`src/rtl/seq_deser_pkg.sv`:
```
// Shared definitions for the 1-bit to 128-bit serial deserializer.
// Optional build macro: SEQ_DESER_MSB_FIRST_EN
//   undefined (default): stream bit k lands in out[k]
//   defined            : stream bit k lands in out[127-k]
package seq_deser_pkg;

    localparam int NBITS = 128;
    localparam int IDX_W = 7;

    localparam logic [IDX_W-1:0] IDX_ZERO = IDX_W'(0);
    localparam logic [IDX_W-1:0] IDX_ONE  = IDX_W'(1);
    localparam logic [IDX_W-1:0] IDX_MAX  = IDX_W'(NBITS - 1);

    typedef enum logic {
        FILL = 1'b0,
        FULL = 1'b1
    } state_e;

    // Map the stream position (write index) onto a bit of the output word.
    function automatic logic [IDX_W-1:0] bit_pos(input logic [IDX_W-1:0] idx);
`ifdef SEQ_DESER_MSB_FIRST_EN
        // 127 - idx is the bitwise complement for a 7-bit index
        return ~idx;
`else
        return idx;
`endif
    endfunction

endpackage

```
`src/rtl/seq_deser_ctrl.sv`:
```
// Control path of the deserializer: FILL/FULL state machine and the
// 7-bit write index. The datapath (word buffer) lives in the top.
module seq_deser_ctrl
    import seq_deser_pkg::*;
(
    input  logic             clk,
    input  logic             reset,
    input  logic             in_val,
    input  logic             out_rdy,
    output logic             in_rdy,
    output logic             out_val,
    output logic             wr_en,
    output logic [IDX_W-1:0] idx
);

    state_e           state_q;
    logic [IDX_W-1:0] idx_q;
    logic             out_val_q;

    // Handshake decode: while a word is held, a new bit can only enter
    // in the same cycle the held word is drained.
    always_comb begin
        in_rdy = 1'b1;
        case (state_q)
            FILL:    in_rdy = 1'b1;
            FULL:    in_rdy = out_rdy;
            default: in_rdy = 1'b1;
        endcase
    end

    assign wr_en   = in_val & in_rdy;
    assign idx     = idx_q;
    assign out_val = out_val_q;

    // State machine and write index; out_val is registered alongside the state.
    always_ff @(posedge clk or negedge reset) begin
        if (!reset) begin
            state_q   <= FILL;
            idx_q     <= IDX_ZERO;
            out_val_q <= 1'b0;
        end else begin
            case (state_q)
                FILL: begin
                    if (wr_en) begin
                        // Index wraps to zero after the last bit of a word
                        idx_q <= idx_q + IDX_ONE;
                        if (idx_q == IDX_MAX) begin
                            state_q   <= FULL;
                            out_val_q <= 1'b1;
                        end else begin
                            state_q   <= FILL;
                            out_val_q <= 1'b0;
                        end
                    end else begin
                        state_q   <= FILL;
                        out_val_q <= 1'b0;
                    end
                end
                FULL: begin
                    if (out_rdy) begin
                        // Drain; a bit accepted in the same cycle becomes bit 0
                        state_q   <= FILL;
                        out_val_q <= 1'b0;
                        if (in_val) begin
                            idx_q <= IDX_ONE;
                        end else begin
                            idx_q <= IDX_ZERO;
                        end
                    end else begin
                        state_q   <= FULL;
                        out_val_q <= 1'b1;
                        idx_q     <= idx_q;
                    end
                end
                default: begin
                    state_q   <= FILL;
                    idx_q     <= IDX_ZERO;
                    out_val_q <= 1'b0;
                end
            endcase
        end
    end

endmodule

```
`src/rtl/seq_deser_1b_to_128b.sv`:
```
// 1-bit to 128-bit deserializer (top). Holds the word buffer and the
// bit-ordering mux; control comes from seq_deser_ctrl.
// Optional build macro: SEQ_DESER_MSB_FIRST_EN (first stream bit -> out[127]).
module seq_deser_1b_to_128b
    import seq_deser_pkg::*;
(
    input  logic             clk,
    input  logic             reset,
    input  logic             in_,
    input  logic             in_val,
    output logic             in_rdy,
    output logic [NBITS-1:0] out,
    output logic             out_val,
    input  logic             out_rdy
);

    logic             wr_en_s;
    logic [IDX_W-1:0] idx_s;
    logic [NBITS-1:0] buf_q;
    logic [NBITS-1:0] buf_d;

    seq_deser_ctrl u_ctrl (
        .clk     (clk),
        .reset   (reset),
        .in_val  (in_val),
        .out_rdy (out_rdy),
        .in_rdy  (in_rdy),
        .out_val (out_val),
        .wr_en   (wr_en_s),
        .idx     (idx_s)
    );

    // Next buffer value: write the incoming bit at its mapped position;
    // untouched bits keep stale contents from the previous word.
    always_comb begin
        buf_d = buf_q;
        if (wr_en_s) begin
            buf_d[bit_pos(idx_s)] = in_;
        end else begin
            buf_d = buf_q;
        end
    end

    // Word buffer register, cleared only by reset.
    always_ff @(posedge clk or negedge reset) begin
        if (!reset) begin
            buf_q <= {NBITS{1'b0}};
        end else begin
            buf_q <= buf_d;
        end
    end

    assign out = buf_q;

endmodule

```
`config.mk`:
```
export PLATFORM = sky130hd
export DESIGN_NAME = seq_deser_1b_to_128b
export DESIGN_NICKNAME = d
export VERILOG_FILES = /design/src/rtl/seq_deser_pkg.sv /design/src/rtl/seq_deser_ctrl.sv /design/src/rtl/seq_deser_1b_to_128b.sv
export SDC_FILE = /design/constraint.sdc
export NUM_CORES = 1
export LEC_CHECK = 0
export ABC_AREA = 1
export ABC_CLOCK_PERIOD_IN_PS = 2800
export BUFFER_PORTS_ARGS = -buffer_cell sky130_fd_sc_hd__buf_2
export CORE_ASPECT_RATIO = 1.5
export CORE_UTILIZATION = 45
export CTS_CLUSTER_DIAMETER = 30
export CTS_CLUSTER_SIZE = 10
export DETAILED_ROUTE_END_ITERATION = 7
export GPL_TIMING_DRIVEN = 0
export PLACE_DENSITY_LB_ADDON = 0.2
export SYNTH_ARGS = -nofsm -noshare
export SYNTH_HDL_FRONTEND = slang
export SYNTH_SLANG_ARGS = --single-unit
```
`constraint.sdc`:
```
create_clock -name clk -period 2.8 [get_ports clk]
set_input_delay 0.28 -clock clk [delete_from_list [all_inputs] [get_ports clk]]
set_output_delay 0.28 -clock clk [all_outputs]
set_load 0.005 [all_outputs]
```
==> run_results.csv <==
group,metric,value,unit
run_status,status,"completed",
finish,drive_above_1_share,22.7,%
floorplan,core-area,0.0145,mm2
timing,report.final.slew_viol_count,0,
route,wl_per_cell,17.0,um
global_routing,grt_use_total,28.4,%
global_routing,antenna_found_initial,0,
finish,num_antenna_cells,0,
worst_hold_path,hold_class,"in -> reg",
power,pwr-share-comb,26.1,%
critical_path,arrival,2.23,ns
finish,syn_to_final_growth,22.9,%
finish,fin_util,56.5,%
power,clkPwrFrac,34.7,%
critical_path,end_kind,"register",
finish,num-nets-final,1040,
clock_network,cts-buffers-inserted,17,
logic_synthesis,syn_area_per_cell,7.59,um2
logic_synthesis,syn_nets,886,
route,drt_iter0_markers,522,
logic_synthesis,synth_area,0.00668,mm2
power,power_density,784,mW/mm2
timing,setup_viol,0,
clock_network,cts_resized,0,
placement,finalWeightedCongestion,0.945,
logic_synthesis,netlist_instances,880,
placement,hpwl,15000,um
clock_network,h-tree-depth,4,
timing,hold_viol,0,
clock_network,cts_tree,"done",
global_routing,met3_usage,5.21,%
power,p_int,4.14,mW
finish,fin_area,0.00821,mm2
floorplan,io_pins,135,
global_routing,top_usage_layer,"met2",
timing,clock.fmax,0.521,GHz
clock_network,path_clk_slew,0.06,ns
route,num_vias,6535,
placement,dpl-instance-area,0.00763,mm2
route,first_pass_iters,6,
floorplan,die_area,0.0153,mm2
critical_path,startpoint_type,"register",
floorplan,die_h,151,um
floorplan,row_count,54,
logic_synthesis,synth_cell_type_count,22,
critical_path,crit_required,3.11,ns
route,wl,21200,um
critical_path,path_class,"reg -> reg",
timing,finalClockSkew,0.00677,ns
timing,period_share,68.6,%
critical_path,path_max_fanout,10,
route,drcViolationCount,0,
clock_network,root_buffer,"clkbuf_16",
route,drtAntennaViolNets,0,
clock_network,clock_latency,0.42,ns
power,p_total,6.44,mW
global_routing,grt_util_met1,35.9,%
floorplan,die_width,101,um
power,vdd_ir_drop_max,0.441,mV
global_routing,grt_pass1_wl,32200,um
global_routing,grt_max_degree,93,
power,swShare,35.7,%
clock_network,cts_sinks,136,
finish,layout_common_cells,"373 x nand2_1, 179 x nand3_1, 167 x buf_2",
logic_synthesis,ys_ff_latch,136,
timing,finalCriticalPeriod,1.92,ns
placement,portBuffers,133,
timing,relSlewSlack,45.3,%
global_routing,grt_util_met2,46.4,%
timing,rsz0062_at_grt,"no",
timing,worst-slew-pin-transition,0.818,ns
logic_synthesis,yosys_warnings,0,
power,p_switching,2.30,mW
flow_run,maxCapViolations,0,
clock_network,cts_max_path_buffers,2,
global_routing,first_global_vias,6069,
finish,final_common_cell,"nand2_1",
power,sequentialPowerShare,39.2,%
logic_synthesis,ys_seq_area_share,50.9,%
global_routing,gr-total-overflow,0,
route,viasPerCell,5.26,
power,total_leakage_power,4.50,nW
floorplan,initial_utilization,46.0,%
## final timing paths
| check | from | end | slack, ns | depth (start not counted) |
|---|---|---|---|---|
| max | u_ctrl.idx[0] | out[54] | 0.88 | 8 |
| min | out_rdy | u_ctrl.idx[3] | 0.27 | 4 |
| max reg2reg | u_ctrl.idx[0] | out[54] | 0.88 | 8 |
| min reg2reg | out[0] | out[0] | 0.46 | 2 |
| max in group asynchronous | reset | u_ctrl.idx[5] | 1.62 | 3 |
| min in group asynchronous | reset | out[45] | 0.36 | 2 |
## critical path, stage by stage (launching register included)
cell	delay [ns]
dfrtp_1	0.39
buf_6	0.15
clkinv_2	0.09
nand3_1	0.37
nor2_2	0.39
buf_4	0.24
nand2_1	0.07
nand2_1	0.05
nand2_1	0.06
## stage by stage
step	hold slack [ns]	setup TNS [ns]	std cells	setup WS, ns
6_report	0.275	0	1243	0.879
5_1_grt	0.284	0	1243	0.807
4_1_cts	0.255	0	1243	0.899
3_5_place_dp	0.246	0	1210	0.938
3_3_place_gp	0.449	-71.72	1209	-0.542
2_1_floorplan	-0.0156	0	880	1.42
## area by class of cell
| class | instances | area (um2) |
|---|---|---|
| timing repair buffer | 135 | 709 |
| sequential | 136 | 3400 |
| fill | 1427 | 6310 |
| tap | 196 | 245 |
| buffer | 55 | 307 |
| multi-input combinational | 672 | 2910 |
| inverter | 17 | 66.3 |
| clock buffer | 18 | 429 |
| clock inverter | 14 | 149 |
## per-layer routing
| metal | vias up | share of wire [%] |
|---|---|---|
| li1 | 3132 | - |
| met1 | 3061 | 41 |
| met2 | 281 | 49 |
| met3 | 61 | 6.2 |
| met4 | 0 | 3.8 |
| met5 | - | 0 |
## sequential cells by signal, indices dropped and copies added (netlist names)
signal	count
u_ctrl.idx	7
out	128
u_ctrl.state_q	1
## power by group through the flow
stage | combinational, mW | clock [mW] | sequential, mW
3_5_place_dp | 1.66 | 0 | 2.56
3_3_place_gp | 1.64 | 0 | 2.55
4_1_cts | 1.67 | 2.25 | 2.52
6_report | 1.68 | 2.24 | 2.52
2_1_floorplan | 0.900 | 0 | 2.54
5_1_grt | 1.84 | 2.33 | 2.56
## cell usage after synthesis
library cell  instances  area share (%)
nand2_1             373              21
nand3_1             179              13
dfrtp_1             136              51
nor2_1               81             4.6
buf_2                35             2.6
inv_1                11            0.62
clkbuf_1              9            0.51
nand4_1               9            0.84
buf_4                 7            0.79
nand3_2               7             1.0
nor2_2                6            0.56
nor2_4                6             1.0
o21ai_0               5            0.37
buf_6                 4            0.67
inv_2                 4            0.22
clkinv_2              2            0.15
a21boi_1              1            0.11
a21oi_1               1           0.075
ha_1                  1            0.19
nand2_2               1           0.094
nand2_4               1            0.17
o22ai_1               1           0.094
## cell families after synthesis
group / after synthesis / synth area share (%)
AO/OA/AOI/OAI: 8 / 0.655
buffers and inverters: 72 / 5.58
AND/OR/NAND/NOR: 663 / 42.6
adder cells (fa/ha/maj): 1 / 0.187
flip-flops: 136 / 50.9
## what timing repair did
item,CTS,global route
hold endpoints to repair,44,0
hold buffers,1,0
buffers inserted,0,0
Power figures use the tool's default switching activity.
